## src/rtl/plab5_mcore_mem_req_arb_pkg.sv

```systemverilog
// Shared constants and width helpers for the two-port memory request arbiter.
// Control layouts follow the VC mem msgs: req {type,opaque,addr,len}, resp {type,opaque,len}.
package plab5_mcore_mem_req_arb_pkg;

  localparam int unsigned TYPE_NBITS = 3;

  localparam logic DOM_PUB = 1'b0;
  localparam logic DOM_SEC = 1'b1;

  typedef enum logic [2:0] {
    MEM_READ  = 3'd0,
    MEM_WRITE = 3'd1,
    MEM_INIT  = 3'd2
  } mem_type_e;

  typedef enum logic {
    PORT_PUB = 1'b0,
    PORT_SEC = 1'b1
  } port_id_e;

  function automatic int unsigned len_nbits(input int unsigned d);
    return (d / 8 > 1) ? $clog2(d / 8) : 1;
  endfunction

  function automatic int unsigned req_cnbits(input int unsigned o, input int unsigned a,
                                             input int unsigned d);
    return TYPE_NBITS + o + a + len_nbits(d);
  endfunction

  function automatic int unsigned resp_cnbits(input int unsigned o, input int unsigned d);
    return TYPE_NBITS + o + len_nbits(d);
  endfunction

  // The port tag lives in the top bit of the opaque field.
  function automatic int unsigned tag_bit(input int unsigned o);
    return o - 1;
  endfunction

  function automatic int unsigned req_tag_pos(input int unsigned o, input int unsigned a,
                                              input int unsigned d);
    return len_nbits(d) + a + tag_bit(o);
  endfunction

  function automatic int unsigned resp_tag_pos(input int unsigned o, input int unsigned d);
    return len_nbits(d) + tag_bit(o);
  endfunction

  function automatic int unsigned cnt_nbits(input int unsigned max_out);
    return $clog2(max_out + 1);
  endfunction

endpackage

```

## src/rtl/plab5_mcore_mem_req_arb_if.sv

```systemverilog
// Generic val/rdy message channel carrying control, data and a domain bit.
interface plab5_mcore_mem_req_arb_if #(
  parameter int unsigned p_cnbits = 45,
  parameter int unsigned p_dnbits = 32
);

  logic                val;
  logic                rdy;
  logic [p_cnbits-1:0] control;
  logic [p_dnbits-1:0] data;
  logic                domain;

  modport master (output val, control, data, domain, input rdy);
  modport slave  (input val, control, data, domain, output rdy);

endinterface

```

## src/rtl/plab5_mcore_rr_arb2.sv

```systemverilog
// Two-input grant selection with a round-robin priority pointer.
// With PLAB5_MCORE_ARB_FIXED_PRIO_EN defined the secure port always wins and no pointer exists.
module plab5_mcore_rr_arb2
  import plab5_mcore_mem_req_arb_pkg::*;
(
  input  logic [1:0] eligible,
  output port_id_e   grant
`ifndef PLAB5_MCORE_ARB_FIXED_PRIO_EN
  ,
  input  logic       clk,
  input  logic       reset,
  input  logic       advance
`endif
);

`ifdef PLAB5_MCORE_ARB_FIXED_PRIO_EN

  always_comb begin
    grant = PORT_PUB;
    if (eligible[1]) grant = PORT_SEC;
  end

`else

  port_id_e rr_ptr;

  // Pointer moves to the port that did not just win.
  always_ff @(posedge clk) begin
    if (!reset) begin
      rr_ptr <= PORT_PUB;
    end else if (advance) begin
      rr_ptr <= (grant == PORT_PUB) ? PORT_SEC : PORT_PUB;
    end
  end

  always_comb begin
    grant = PORT_PUB;
    if (&eligible) begin
      grant = rr_ptr;
    end else if (eligible[1]) begin
      grant = PORT_SEC;
    end
  end

`endif

endmodule

```

## src/rtl/plab5_mcore_mem_req_arb.sv

```systemverilog
// Two-port arbiter in front of the unified test memory with response demux by opaque tag.
// Define PLAB5_MCORE_ARB_FIXED_PRIO_EN to give the secure port fixed priority.
module plab5_mcore_mem_req_arb
  import plab5_mcore_mem_req_arb_pkg::*;
#(
  parameter int unsigned p_opaque_nbits    = 8,
  parameter int unsigned p_addr_nbits      = 32,
  parameter int unsigned p_data_nbits      = 32,
  parameter int unsigned p_max_outstanding = 2
) (
  input logic                         clk,
  input logic                         reset,
  plab5_mcore_mem_req_arb_if.slave    req0,
  plab5_mcore_mem_req_arb_if.slave    req1,
  plab5_mcore_mem_req_arb_if.master   memreq,
  plab5_mcore_mem_req_arb_if.slave    memresp,
  plab5_mcore_mem_req_arb_if.master   resp0,
  plab5_mcore_mem_req_arb_if.master   resp1
);

  localparam int unsigned c_req_cnbits  = req_cnbits(p_opaque_nbits, p_addr_nbits, p_data_nbits);
  localparam int unsigned c_resp_cnbits = resp_cnbits(p_opaque_nbits, p_data_nbits);
  localparam int unsigned c_req_tag     = req_tag_pos(p_opaque_nbits, p_addr_nbits, p_data_nbits);
  localparam int unsigned c_resp_tag    = resp_tag_pos(p_opaque_nbits, p_data_nbits);
  localparam int unsigned c_cnt_nbits   = cnt_nbits(p_max_outstanding);

  localparam logic [c_cnt_nbits-1:0] c_max = c_cnt_nbits'(p_max_outstanding);

  logic                     out_full;
  logic [c_req_cnbits-1:0]  slot_control;
  logic [p_data_nbits-1:0]  slot_data;
  logic                     slot_domain;

  logic [c_cnt_nbits-1:0]   cnt0;
  logic [c_cnt_nbits-1:0]   cnt1;

  logic                     room0;
  logic                     room1;
  logic                     slot_free;
  logic [1:0]               eligible;
  port_id_e                 grant;
  logic                     accept0;
  logic                     accept1;
  logic                     accept;
  logic                     fire;
  logic [c_req_cnbits-1:0]  in_control;
  logic [p_data_nbits-1:0]  in_data;

  logic                     sel;
  logic                     leak;
  logic [c_resp_cnbits-1:0] resp_control;
  logic                     resp_fire0;
  logic                     resp_fire1;

  assign room0     = (cnt0 < c_max);
  assign room1     = (cnt1 < c_max);
  assign slot_free = !out_full || memreq.rdy;
  assign eligible  = {req1.val && room1, req0.val && room0};

  plab5_mcore_rr_arb2 arb (
    .eligible (eligible),
    .grant    (grant)
`ifndef PLAB5_MCORE_ARB_FIXED_PRIO_EN
    ,
    .clk      (clk),
    .reset    (reset),
    .advance  (accept)
`endif
  );

  assign req0.rdy = reset && slot_free && room0 && (grant == PORT_PUB);
  assign req1.rdy = reset && slot_free && room1 && (grant == PORT_SEC);

  assign accept0 = req0.val && req0.rdy;
  assign accept1 = req1.val && req1.rdy;
  assign accept  = accept0 || accept1;
  assign fire    = memreq.val && memreq.rdy;

  // The winning port's id overwrites the opaque MSB so responses can be steered back.
  always_comb begin
    in_control            = (grant == PORT_SEC) ? req1.control : req0.control;
    in_data               = (grant == PORT_SEC) ? req1.data    : req0.data;
    in_control[c_req_tag] = grant;
  end

  // A fire and an accept in the same cycle refill the slot, sustaining one request per cycle.
  always_ff @(posedge clk) begin
    if (!reset) begin
      out_full     <= 1'b0;
      slot_control <= '0;
      slot_data    <= '0;
      slot_domain  <= DOM_PUB;
    end else if (accept) begin
      out_full     <= 1'b1;
      slot_control <= in_control;
      slot_data    <= in_data;
      slot_domain  <= grant;
    end else if (fire) begin
      out_full     <= 1'b0;
    end
  end

  assign memreq.val     = out_full;
  assign memreq.control = slot_control;
  assign memreq.data    = slot_data;
  assign memreq.domain  = slot_domain;

  // Responses whose domain disagrees with their tag keep control but lose data.
  always_comb begin
    sel                      = memresp.control[c_resp_tag];
    leak                     = (memresp.domain != sel);
    resp_control             = memresp.control;
    resp_control[c_resp_tag] = 1'b0;
  end

  assign resp0.val     = reset && memresp.val && !sel;
  assign resp1.val     = reset && memresp.val &&  sel;
  assign memresp.rdy   = reset && (sel ? resp1.rdy : resp0.rdy);

  assign resp0.control = resp_control;
  assign resp1.control = resp_control;
  assign resp0.data    = leak ? '0 : memresp.data;
  assign resp1.data    = leak ? '0 : memresp.data;
  assign resp0.domain  = DOM_PUB;
  assign resp1.domain  = DOM_SEC;

  assign resp_fire0 = resp0.val && resp0.rdy;
  assign resp_fire1 = resp1.val && resp1.rdy;

  // Saturating at zero covers responses still in flight across a reset.
  function automatic logic [c_cnt_nbits-1:0] next_cnt(input logic [c_cnt_nbits-1:0] cnt,
                                                      input logic inc, input logic dec);
    logic [c_cnt_nbits-1:0] nxt;
    nxt = cnt;
    if (inc && !dec) begin
      nxt = cnt + c_cnt_nbits'(1);
    end else if (!inc && dec && (cnt != '0)) begin
      nxt = cnt - c_cnt_nbits'(1);
    end
    return nxt;
  endfunction

  always_ff @(posedge clk) begin
    if (!reset) begin
      cnt0 <= '0;
      cnt1 <= '0;
    end else begin
      cnt0 <= next_cnt(cnt0, accept0, resp_fire0);
      cnt1 <= next_cnt(cnt1, accept1, resp_fire1);
    end
  end

endmodule

```

## src/flat_wrapper.sv

```systemverilog
// flat-port wrapper written by rule: the top's interface ports become plain ports
module plab5_mcore_mem_req_arb_flat import plab5_mcore_mem_req_arb_pkg::*;
#(
  parameter int unsigned p_opaque_nbits    = 8,
  parameter int unsigned p_addr_nbits      = 32,
  parameter int unsigned p_data_nbits      = 32,
  parameter int unsigned p_max_outstanding = 2
)
  (clk, reset, req0_val, req0_control, req0_data, req0_domain, req0_rdy, req1_val, req1_control, req1_data, req1_domain, req1_rdy, memreq_val, memreq_control, memreq_data, memreq_domain, memreq_rdy, memresp_val, memresp_control, memresp_data, memresp_domain, memresp_rdy, resp0_val, resp0_control, resp0_data, resp0_domain, resp0_rdy, resp1_val, resp1_control, resp1_data, resp1_domain, resp1_rdy);
  plab5_mcore_mem_req_arb_if #(.p_cnbits((45)), .p_dnbits((32))) req0_i ();
  plab5_mcore_mem_req_arb_if #(.p_cnbits((45)), .p_dnbits((32))) req1_i ();
  plab5_mcore_mem_req_arb_if #(.p_cnbits((45)), .p_dnbits((32))) memreq_i ();
  plab5_mcore_mem_req_arb_if #(.p_cnbits((13)), .p_dnbits((32))) memresp_i ();
  plab5_mcore_mem_req_arb_if #(.p_cnbits((13)), .p_dnbits((32))) resp0_i ();
  plab5_mcore_mem_req_arb_if #(.p_cnbits((13)), .p_dnbits((32))) resp1_i ();
  input logic clk;
  input logic reset;
  input wire logic [$bits(req0_i.val)-1:0] req0_val;
  input wire logic [$bits(req0_i.control)-1:0] req0_control;
  input wire logic [$bits(req0_i.data)-1:0] req0_data;
  input wire logic [$bits(req0_i.domain)-1:0] req0_domain;
  output wire logic [$bits(req0_i.rdy)-1:0] req0_rdy;
  input wire logic [$bits(req1_i.val)-1:0] req1_val;
  input wire logic [$bits(req1_i.control)-1:0] req1_control;
  input wire logic [$bits(req1_i.data)-1:0] req1_data;
  input wire logic [$bits(req1_i.domain)-1:0] req1_domain;
  output wire logic [$bits(req1_i.rdy)-1:0] req1_rdy;
  output wire logic [$bits(memreq_i.val)-1:0] memreq_val;
  output wire logic [$bits(memreq_i.control)-1:0] memreq_control;
  output wire logic [$bits(memreq_i.data)-1:0] memreq_data;
  output wire logic [$bits(memreq_i.domain)-1:0] memreq_domain;
  input wire logic [$bits(memreq_i.rdy)-1:0] memreq_rdy;
  input wire logic [$bits(memresp_i.val)-1:0] memresp_val;
  input wire logic [$bits(memresp_i.control)-1:0] memresp_control;
  input wire logic [$bits(memresp_i.data)-1:0] memresp_data;
  input wire logic [$bits(memresp_i.domain)-1:0] memresp_domain;
  output wire logic [$bits(memresp_i.rdy)-1:0] memresp_rdy;
  output wire logic [$bits(resp0_i.val)-1:0] resp0_val;
  output wire logic [$bits(resp0_i.control)-1:0] resp0_control;
  output wire logic [$bits(resp0_i.data)-1:0] resp0_data;
  output wire logic [$bits(resp0_i.domain)-1:0] resp0_domain;
  input wire logic [$bits(resp0_i.rdy)-1:0] resp0_rdy;
  output wire logic [$bits(resp1_i.val)-1:0] resp1_val;
  output wire logic [$bits(resp1_i.control)-1:0] resp1_control;
  output wire logic [$bits(resp1_i.data)-1:0] resp1_data;
  output wire logic [$bits(resp1_i.domain)-1:0] resp1_domain;
  input wire logic [$bits(resp1_i.rdy)-1:0] resp1_rdy;
  assign req0_i.val = req0_val;
  assign req0_i.control = req0_control;
  assign req0_i.data = req0_data;
  assign req0_i.domain = req0_domain;
  assign req0_rdy = req0_i.rdy;
  assign req1_i.val = req1_val;
  assign req1_i.control = req1_control;
  assign req1_i.data = req1_data;
  assign req1_i.domain = req1_domain;
  assign req1_rdy = req1_i.rdy;
  assign memreq_val = memreq_i.val;
  assign memreq_control = memreq_i.control;
  assign memreq_data = memreq_i.data;
  assign memreq_domain = memreq_i.domain;
  assign memreq_i.rdy = memreq_rdy;
  assign memresp_i.val = memresp_val;
  assign memresp_i.control = memresp_control;
  assign memresp_i.data = memresp_data;
  assign memresp_i.domain = memresp_domain;
  assign memresp_rdy = memresp_i.rdy;
  assign resp0_val = resp0_i.val;
  assign resp0_control = resp0_i.control;
  assign resp0_data = resp0_i.data;
  assign resp0_domain = resp0_i.domain;
  assign resp0_i.rdy = resp0_rdy;
  assign resp1_val = resp1_i.val;
  assign resp1_control = resp1_i.control;
  assign resp1_data = resp1_i.data;
  assign resp1_domain = resp1_i.domain;
  assign resp1_i.rdy = resp1_rdy;
  plab5_mcore_mem_req_arb #(.p_opaque_nbits(p_opaque_nbits), .p_addr_nbits(p_addr_nbits), .p_data_nbits(p_data_nbits), .p_max_outstanding(p_max_outstanding)) u_core (.clk(clk), .reset(reset), .req0(req0_i), .req1(req1_i), .memreq(memreq_i), .memresp(memresp_i), .resp0(resp0_i), .resp1(resp1_i));
endmodule
```

## config.mk

```make
export PLATFORM = sky130hd
export DESIGN_NAME = plab5_mcore_mem_req_arb_flat
export DESIGN_NICKNAME = d
export VERILOG_FILES = /design/src/rtl/plab5_mcore_mem_req_arb_pkg.sv /design/src/rtl/plab5_mcore_mem_req_arb_if.sv /design/src/rtl/plab5_mcore_rr_arb2.sv /design/src/rtl/plab5_mcore_mem_req_arb.sv /design/src/flat_wrapper.sv
export SDC_FILE = /design/constraint.sdc
export NUM_CORES = 1
export LEC_CHECK = 0
export BUFFER_PORTS_ARGS = -buffer_cell sky130_fd_sc_hd__buf_2
export CAP_MARGIN = 20
export CORE_AREA = 2 2 152 154
export CTS_CLUSTER_DIAMETER = 200
export CTS_CLUSTER_SIZE = 14
export DETAILED_ROUTE_END_ITERATION = 8
export DIE_AREA = 0 0 154 156
export PLACE_DENSITY = 0.59
export SYNTH_ARGS = -nofsm -noshare
export SYNTH_HDL_FRONTEND = slang
export SYNTH_HIERARCHICAL = 1
export SYNTH_SLANG_ARGS = --single-unit
```

## constraint.sdc

```tcl
create_clock -name clk -period 4.36 [get_ports clk]
set_input_delay 0.654 -clock clk [delete_from_list [all_inputs] [get_ports clk]]
set_output_delay 0.654 -clock clk [all_outputs]
set_load 0.005 [all_outputs]
```

==> results list <==
* Bufs on Longest Clock Path: 2
- The via count of the first global-routing pass is 3654.
* # port buffers: 341
- CTS saw 83 sinks.
- Startpoint of the lowest-slack register-to-register path: u_core/cnt0[1]
* Part of the total power dissipated in the clock network: 0.381
- Insertion delay of the later-clocked pin in the worst-skew pair: 0.34 ns
- The worst hold path belongs to the class flop to flop.
- In the routed design, unresolved DRC markers number 0.
- Peak fanout along the critical path: 32
* Area of the die: 24000 sq um
- Static power due to leakage: 3.62 nW
- Setup violations remaining at the end of the flow were counted as 0.
- Global-route wire length before repair: 19400 microns
- Fraction of the core area covered by cells at the end of the flow: 0.286
- Synthesis-to-layout area growth: 40.5%
* Level count of the clock H-tree: 3
- Most common library cell in the layout ignoring fill and taps: buf_2
* Simple-Gate Fraction of Synth Area: 0.139
* FMAX: 370 MHz
* Routed wire length per instance: 13.0 microns
- XOR/XNOR Fraction of Synth Area: 0.00576
- Total core area: 22400 sq um
- In the final layout, the share of cells above drive strength 1 is 0.489.
- On the worst path, the slowest cell contributes a delay of 0.81 ns.
- During synthesis, Yosys emitted a total of 6 warnings.
* Maximum VDD drop: 171 uV
* Hold Vio Cnt, Final: 0
- The total overflow left after global routing is 0.
- Using the TritonRoute via totals, the vias-per-cell ratio works out to 3.96.
- STA puts the critical path data required time at 3.71 ns.
- Data on the critical path arrives at its endpoint at 2.05 ns.
- Of the total power, the share spent switching nets is 0.264.
- The critical path starts at memresp_control[9].
- Number of buffers added by the clock tree synthesis step: 9
* Result of the run: finished, final reports clean
- Cell repeated most along the worst path: buf_2
- Reg-to-reg slack, setup: 2.38 ns
* Most area-consuming cells after synthesis: dfxtp_1, mux2i_1, buf_4
* Horizontal die dimension: 154 microns
* Vias post-DR: 4095
* Combinational fraction of design power: 0.229
* Endpoint class of the critical path: primary output
* Total count of max-transition violations in the final report: 0
* Ys flop type: dfxtp_1
* Number of flops mapped to enable cells by yosys: 0
- The layout has 2391 filler cells.
- For this run, asynchronously set or reset flops after synthesis account for 0.
- Together, buffers and inverters on the worst path number 2.
* Power density normalized to cell area: 355 nW/um^2
* Die outline height: 156 microns
* Count of boundary I/O pins: 386
- Internal Power: 0.00167 W
- Sequential group share of total power: 0.390
* Synth Area per Inst: 9.52 sq um
* Worst clock skew: 0.0128 ns
- Clk slew on worst S/H paths: 0.06 ns
- Across every metal layer, demand over resource in global routing totals 0.104.
- At the pin with the least slew margin, the transition time is 1.02 ns.
- Buffer count from post-CTS setup fixing: 0
- Max cap viols: 0
- The startpoint identified for the worst hold timing path is u_core/memreq.data[8].
- The area fraction in compound gates after synthesis came to 0.0159.
- TritonCTS built the clock tree.
* Detailed placement HPWL: 10700 microns
- Library cell occupying the most area in the post-synthesis netlist: dfxtp_1
- Routability-driven placement finished with a final weighted congestion of 0.806.
- Aggregate negative setup slack: 0 ns
- For this design the total switching power over the nets is 0.000600 W.
- CP Launch Type: input pin
- Setup repair after global routing left no endpoint under its margin.
- Count of inserted antenna diode cells: 0
- Number of routed nets with antenna violations: 0
* Commonest cells after routing, fill and taps aside: buf_2, mux2i_1, dfxtp_1
- Area share of the largest cell type after synthesis: 0.364
* Multiplexer area fraction after synthesis: 0.336
* Main combinational cell family by area after synthesis: multiplexers
- Final routed wirelength across all metal layers: 13400 microns
* Initial antenna violation count: 0
* Largest delay contributor family on the critical path: XOR/XNOR gates
- Cell at the root of the clock tree: clkbuf_16
* Effective utilization at floorplan: 0.204
- Crit path cell chain: buf_2 -> xnor2_2 -> and2_1 -> buf_2
- The floorplan has 55 rows.
- Number of flip-flops and latches in the synthesized netlist: 83
- After clock tree synthesis, the repair step resized 0 gates.
- Slowest cell on the critical path: xnor2_2
* Worst max-slew margin expressed relative to the limit: 0.319
- Number of optimization iterations in the first detailed-route pass: 4
- Post-Synth Adder-Cell Area: 0
* Synth Cell Area: 4560 sq um
- Final worst path period need: 2.70 ns
- Category of the most critical setup path: input pin to primary output
- Initial drt markers: 83
* Share of the clock period used by the worst path: 0.619
- Fraction of the yosys area taken by sequential cells: 0.364
* Cts-stage hold buffer count: 0
* Synthesized netlist cell count: 479
- The net count of the finished layout is 957.
* Post-synth cell types: 30
- Entering global routing, the biggest net connects 49 pins.
## worst reg2reg max path, delay by kind of cell, from the launching register on
family / cells / cell delay [ns]
buf+inv: 1 / 0.28
simple gates: 6 / 0.98
flops: 1 / 0.35
mux: 1 / 0.23
## layer usage
layer,track usage,up-vias,part of all wire
li1,-,2080,-
met1,0.131,1811,0.44
met2,0.168,189,0.46
met3,0.0375,15,0.087
met4,0.0298,0,0.013
met5,0,-,0
## worst paths after layout
| kind | to | depth (start not counted) |
|---|---|---|
| worst max-delay path | resp0_data[31] | 4 |
| worst min register to register | u_core/memreq.data[8] | 2 |
| worst min-delay path | u_core/memreq.data[8] | 2 |
| worst max register to register | u_core/memreq.data[14] | 8 |
## area by class of cell
type / count / area, sq um / area share
clock buffer: 9 / 225 / 0.0351
multi-input combinational: 303 / 2290 / 0.357
tap: 285 / 357 / 0.0557
sequential: 83 / 1660 / 0.259
clock inverter: 5 / 104 / 0.0162
timing repair buffer: 346 / 1760 / 0.274
inverter: 4 / 15.0 / 0.00234
## registers in the layout, summed over array words and instances (netlist names)
register / count
u_core/arb/rr_ptr: 1
u_core/memreq.data: 32
u_core/memreq.control: 45
u_core/cnt1: 2
u_core/memreq.val: 1
u_core/cnt0: 2
## Yosys cell counts, drive strengths merged, types with 3 or more instances
cell,n
mux2i,153
dfxtp,83
nand2,79
buf,76
and2,34
clkbuf,15
a21oi,4
inv,4
nand4,4
nor2,4
nand2b,3
o21ai,3
## power groups by stage
stage                     registers (W)  clock network, W  logic, W
final                          0.000886          0.000866  0.000521
after CTS                      0.000886          0.000912  0.000531
after global placement         0.000900                 0  0.000526
after floorplan                0.000911                 0  0.000304
after detailed placement       0.000901                 0  0.000531
after global routing           0.000898          0.000937  0.000572
## stage by stage
stage / hold slack [ns] / power, W / setup WS [ns] / instance area, sq um / instances
CTS: 0.458 / 0.00233 / 1.68 / 6410 / 1035
global placement: 0.442 / 0.00143 / 1.70 / 6080 / 1021
finish: 0.453 / 0.00227 / 1.66 / 6410 / 1035
floorplan: 0.452 / 0.00122 / 1.86 / 4570 / 481
global route: 0.469 / 0.00241 / 1.52 / 6410 / 1035
detailed placement: 0.449 / 0.00143 / 1.68 / 6080 / 1021
## kinds of logic after synthesis
group / Yosys count
other cells: 2
mux: 153
simple gates: 131
buf+inv: 95
xor+xnor: 3
compound gates: 12
flops: 83
No activity file was read; power rests on OpenSTA's default activity.
